--- config.mk ---
export PLATFORM = sky130hd
export DESIGN_NAME = btn_gesture_decoder
export DESIGN_NICKNAME = d
export VERILOG_FILES = /design/src/rtl/btn_gesture_decoder.sv
export SDC_FILE = /design/constraint.sdc
export NUM_CORES = 1
export LEC_CHECK = 0
export CAP_MARGIN = 15
export CORE_MARGIN = 2
export CORE_UTILIZATION = 45
export DETAILED_ROUTE_END_ITERATION = 6
export SYNTH_ARGS = -nofsm -noshare
export SYNTH_HDL_FRONTEND = slang
export SYNTH_SLANG_ARGS = --single-unit
--- constraint.sdc ---
create_clock -name clk -period 3.2 [get_ports clk]
set_input_delay 0.64 -clock clk [delete_from_list [all_inputs] [get_ports clk]]
set_output_delay 0.64 -clock clk [all_outputs]
set_load 0.005 [all_outputs]
--- src/rtl/btn_gesture_decoder.sv ---
// rtl/btn_gesture_decoder.sv - turns a debounced button level into press/release/click/long-press pulses
module btn_gesture_decoder #(
  parameter int unsigned CLK_FREQ      = 100_000_000,
  parameter int unsigned LONG_PRESS_MS = 500,
  parameter int unsigned DOUBLE_GAP_MS = 250
) (
  input  logic clk,
  input  logic rst_n,
  input  logic btn_level,
  output logic held,
  output logic press_pulse,
  output logic release_pulse,
  output logic short_click,
  output logic double_click,
  output logic long_press
);

  localparam int unsigned LONG_CNT  = (CLK_FREQ / 1000) * LONG_PRESS_MS;
  localparam int unsigned GAP_CNT   = (CLK_FREQ / 1000) * DOUBLE_GAP_MS;
  localparam logic [31:0] LONG_LAST = 32'(LONG_CNT - 1);
  localparam logic [31:0] GAP_LAST  = 32'(GAP_CNT - 1);

  typedef enum logic [2:0] {
    S_IDLE   = 3'd0,
    S_PRESS1 = 3'd1,
    S_WAIT2  = 3'd2,
    S_PRESS2 = 3'd3,
    S_LONG   = 3'd4
  } state_t;

  state_t      r_state;
  state_t      w_state_nxt;
  logic [31:0] r_cnt;
  logic [31:0] w_cnt_nxt;
  logic        r_held;
  logic        r_press;
  logic        r_release;
  logic        r_short;
  logic        r_double;
  logic        r_long;
  logic        w_rise;
  logic        w_fall;
  logic        w_short;
  logic        w_double;
  logic        w_long;

  assign w_rise = btn_level & ~r_held;
  assign w_fall = ~btn_level & r_held;

  // Edges are checked before timeouts so an edge on the threshold cycle wins.
  always_comb begin
    w_state_nxt = r_state;
    w_cnt_nxt   = r_cnt;
    w_short     = 1'b0;
    w_double    = 1'b0;
    w_long      = 1'b0;
    case (r_state)
      S_IDLE: begin
        if (w_rise) begin
          w_state_nxt = S_PRESS1;
          w_cnt_nxt   = 32'd0;
        end
      end
      S_PRESS1: begin
        if (w_fall) begin
          w_state_nxt = S_WAIT2;
          w_cnt_nxt   = 32'd0;
        end else if (r_cnt == LONG_LAST) begin
          w_state_nxt = S_LONG;
          w_cnt_nxt   = 32'd0;
          w_long      = 1'b1;
        end else begin
          w_cnt_nxt   = r_cnt + 32'd1;
        end
      end
      S_WAIT2: begin
        if (w_rise) begin
          w_state_nxt = S_PRESS2;
          w_cnt_nxt   = 32'd0;
        end else if (r_cnt == GAP_LAST) begin
          w_state_nxt = S_IDLE;
          w_cnt_nxt   = 32'd0;
          w_short     = 1'b1;
        end else begin
          w_cnt_nxt   = r_cnt + 32'd1;
        end
      end
      S_PRESS2: begin
        if (w_fall) begin
          w_state_nxt = S_IDLE;
          w_cnt_nxt   = 32'd0;
          w_double    = 1'b1;
        end else if (r_cnt == LONG_LAST) begin
          // Holding the second press too long abandons the first click.
          w_state_nxt = S_LONG;
          w_cnt_nxt   = 32'd0;
          w_long      = 1'b1;
        end else begin
          w_cnt_nxt   = r_cnt + 32'd1;
        end
      end
      S_LONG: begin
        if (w_fall) begin
          w_state_nxt = S_IDLE;
          w_cnt_nxt   = 32'd0;
        end
      end
      default: begin
        w_state_nxt = S_IDLE;
        w_cnt_nxt   = 32'd0;
      end
    endcase
  end

  always_ff @(posedge clk or negedge rst_n) begin
    if (!rst_n) begin
      r_state   <= S_IDLE;
      r_cnt     <= 32'd0;
      r_held    <= 1'b0;
      r_press   <= 1'b0;
      r_release <= 1'b0;
      r_short   <= 1'b0;
      r_double  <= 1'b0;
      r_long    <= 1'b0;
    end else begin
      r_state   <= w_state_nxt;
      r_cnt     <= w_cnt_nxt;
      r_held    <= btn_level;
      r_press   <= w_rise;
      r_release <= w_fall;
      r_short   <= w_short;
      r_double  <= w_double;
      r_long    <= w_long;
    end
  end

  assign held          = r_held;
  assign press_pulse   = r_press;
  assign release_pulse = r_release;
  assign short_click   = r_short;
  assign double_click  = r_double;
  assign long_press    = r_long;

endmodule

==> flow_summary.ini <==
[status]
outcome = finished, final reports clean

[yosys]
synth_top_cell_area_share_pct = 40.7
yosys.area_share.xor_xnor_pct = 0
synthCells = 288
synth_fa_ha_area_share_pct = 0.496
synth_edf_count = 0
syn_nets = 292
synthTopCellsByArea = dfrtp_1, nand2_1, o31ai_1
ys_seq_area_share_pct = 40.7
yosys.area_share.simple_pct = 30.1
synth_area_leader_cell = dfrtp_1
synth_top_family_by_area = simple AND/OR/NAND/NOR gates
synth_compound_gate_area_share_pct = 22.5
synthArstFlopShare_pct = 100
ys_ff_latch = 41
syn-cell-area_sq_um = 2520
synthMuxAreaShare_pct = 1.98
avgSynthCellArea_sq_um = 8.76
yosysMostFrequentCell = dfrtp_1
yosys-top-cells-count = dfrtp_1, nand2_1, o21ai_0
ys.flop_type = dfrtp_1
ys_types = 48
synth_warnings = 0

[floorplan]
start_util_pct = 46.1
core_area_sq_um = 5470
fp.dieH_microns = 78.9
placementRows = 27
dieArea_sq_um = 6220
ioPinCount = 9
die-width_microns = 78.9

[timing]
setup_viol = 0
finalCriticalPeriod_ns = 2.49
skew_ns = 0.00557
worst_pin_slew_ns = 0.935
finalSetupTns_ns = 0
rsz0062_at_grt = false
slew_violations = 0
fmax_mhz = 402
post-route-worst-setup-slack_ns = 0.710
period_share_pct = 77.8
hold_viol = 0
relSlewSlack_pct = 37.7

[drt]
routedWlPerCell_microns = 18.0
drc = 0
drt-pass1-iter-count = 4
routed-via-count = 2387
routed_wl_microns = 6630
viasPerCell = 6.47
ant_nets = 0
drt_iter0_drc = 211

[finish]
final_core_util_pct = 51.1
antenna_cells = 0
drive_gt1_share_pct = 10.1
syn_to_final_growth_pct = 11.0
final_area_sq_um = 2800
nets = 301

[clock_network]
clk_path_buf_depth = 2
post-cts-setup-buffers = 0
clkLatencyLatePin_ns = 0.30
cts-root-buf = clkbuf_8
h-tree-depth = 2
clk_pin_slew_ns = 0.08
cts_tree = done
postCtsHoldBufs = 0
cts_resized = 0
numClockSinks = 41
cts_buffers = 5

[place]
gp_congestion = 0.888
dpl-instance-area_sq_um = 2700
dp_slack_ns = 0.398
numPortBuffers = 8
hpwl_microns = 4670

[worst_setup_path]
start_kind = flop
crit_arrival_ns = 2.66
critPathKind = flop to flop
cp_max_fo = 17
end_kind = flop
cp.required_ns = 3.37

[worst_hold_path]
hp-class = input port to async pin

[pwr]
vdd_drop_max_uv = 271
power_density_nw_per_um2 = 540
p_leak_nw = 1.07

[global_route]
grt_pass1_vias = 2195
grt.total_usage_pct = 23.7
antenna_found_initial = 0
grt_max_degree = 42
grt_pass1_wl_microns = 11500
overflow = 0

[job]
drv_cap = 0
-- worst max-delay path, cell delays in order, from the launching register on --
cell and delay (ns):
dfrtp_1 0.39, ha_1 0.25, nand4_1 0.18, nor4_1 0.50
a21oi_1 0.18, buf_4 0.23, nor4_4 0.23, buf_4 0.27
o21ai_0 0.12
-- where the power goes --
part / internal (W) / leakage, nW / switching [W]
clock: 0.000227 / 0.0540 / 0.000186
sequential: 0.000550 / 0.563 / 0.0000367
combinational: 0.000171 / 0.456 / 0.000342
-- cells by family after synthesis --
logic type      after synthesis
compound gates               83
fa+ha+maj                     1
buf+inv                      27
flops                        41
mux                           5
simple gates                131
-- state kept, by name, summed over array words and instances (netlist names) --
name	count
double_click	1
held	1
long_press	1
press_pulse	1
r_cnt	32
r_state	3
release_pulse	1
short_click	1
-- worst paths after layout --
path,start,to,slack [ns],cells past startpoint
max reg2reg,r_cnt[0],r_cnt[30],0.71,8
max in group asynchronous,rst_n,r_cnt[18],2.15,1
min in group clk,r_cnt[0],r_cnt[0],0.51,1
min,rst_n,r_cnt[25],0.48,1
min reg2reg,r_cnt[0],r_cnt[0],0.51,1
max,r_cnt[0],r_cnt[30],0.71,8
-- cells in the final DEF, fill, tap and decap left out, types with 4 or more instances in the layout --
master / synthesis / final
clkdlybuf4s50_1: 0 / 7
nand2_1: 26 / 26
or4_1: 4 / 4
o21ai_0: 18 / 18
nor4_1: 12 / 12
nand4_1: 9 / 9
or3_1: 6 / 6
a21oi_1: 9 / 9
nand3_1: 14 / 14
buf_4: 2 / 10
nand2b_1: 5 / 5
o32ai_1: 6 / 6
o22ai_1: 6 / 6
nor3_1: 14 / 14
mux2i_1: 5 / 5
inv_1: 11 / 11
o311ai_0: 6 / 6
nor2_1: 14 / 14
dfrtp_1: 41 / 41
and3_1: 6 / 6
clkbuf_8: 0 / 5
o31ai_1: 13 / 13
-- layer usage --
metal / track usage [%] / wire length [microns] / vias to the layer above
met5: 0 / 0 / -
met1: 35.7 / 3220 / 1154
met4: 7.76 / 121 / 0
met2: 33.5 / 2870 / 82
met3: 5.45 / 421 / 12
li1: - / - / 1139
-- area by class of cell --
type / count / area (sq um)
fillers: 552 / 2670
multi-input cells: 220 / 1390
repair buffers: 18 / 150
well taps: 72 / 90.1
flip-flops and latches: 41 / 1030
clock buffers: 5 / 68.8
clock inverters: 2 / 35.0
inverters: 11 / 41.3
-- per-stage QoR --
| stage | hold slack (ns) | cells | total power (W) |
|---|---|---|---|
| after CTS | 0.518 | 369 | 0.00152 |
| after global routing | 0.561 | 369 | 0.00161 |
| after floorplan | 0.344 | 288 | 0.000932 |
| after detailed placement | 0.509 | 362 | 0.00111 |
| after global placement | 0.489 | 362 | 0.00111 |
| final | 0.478 | 369 | 0.00151 |
No activity file was read; power rests on OpenSTA's default activity.
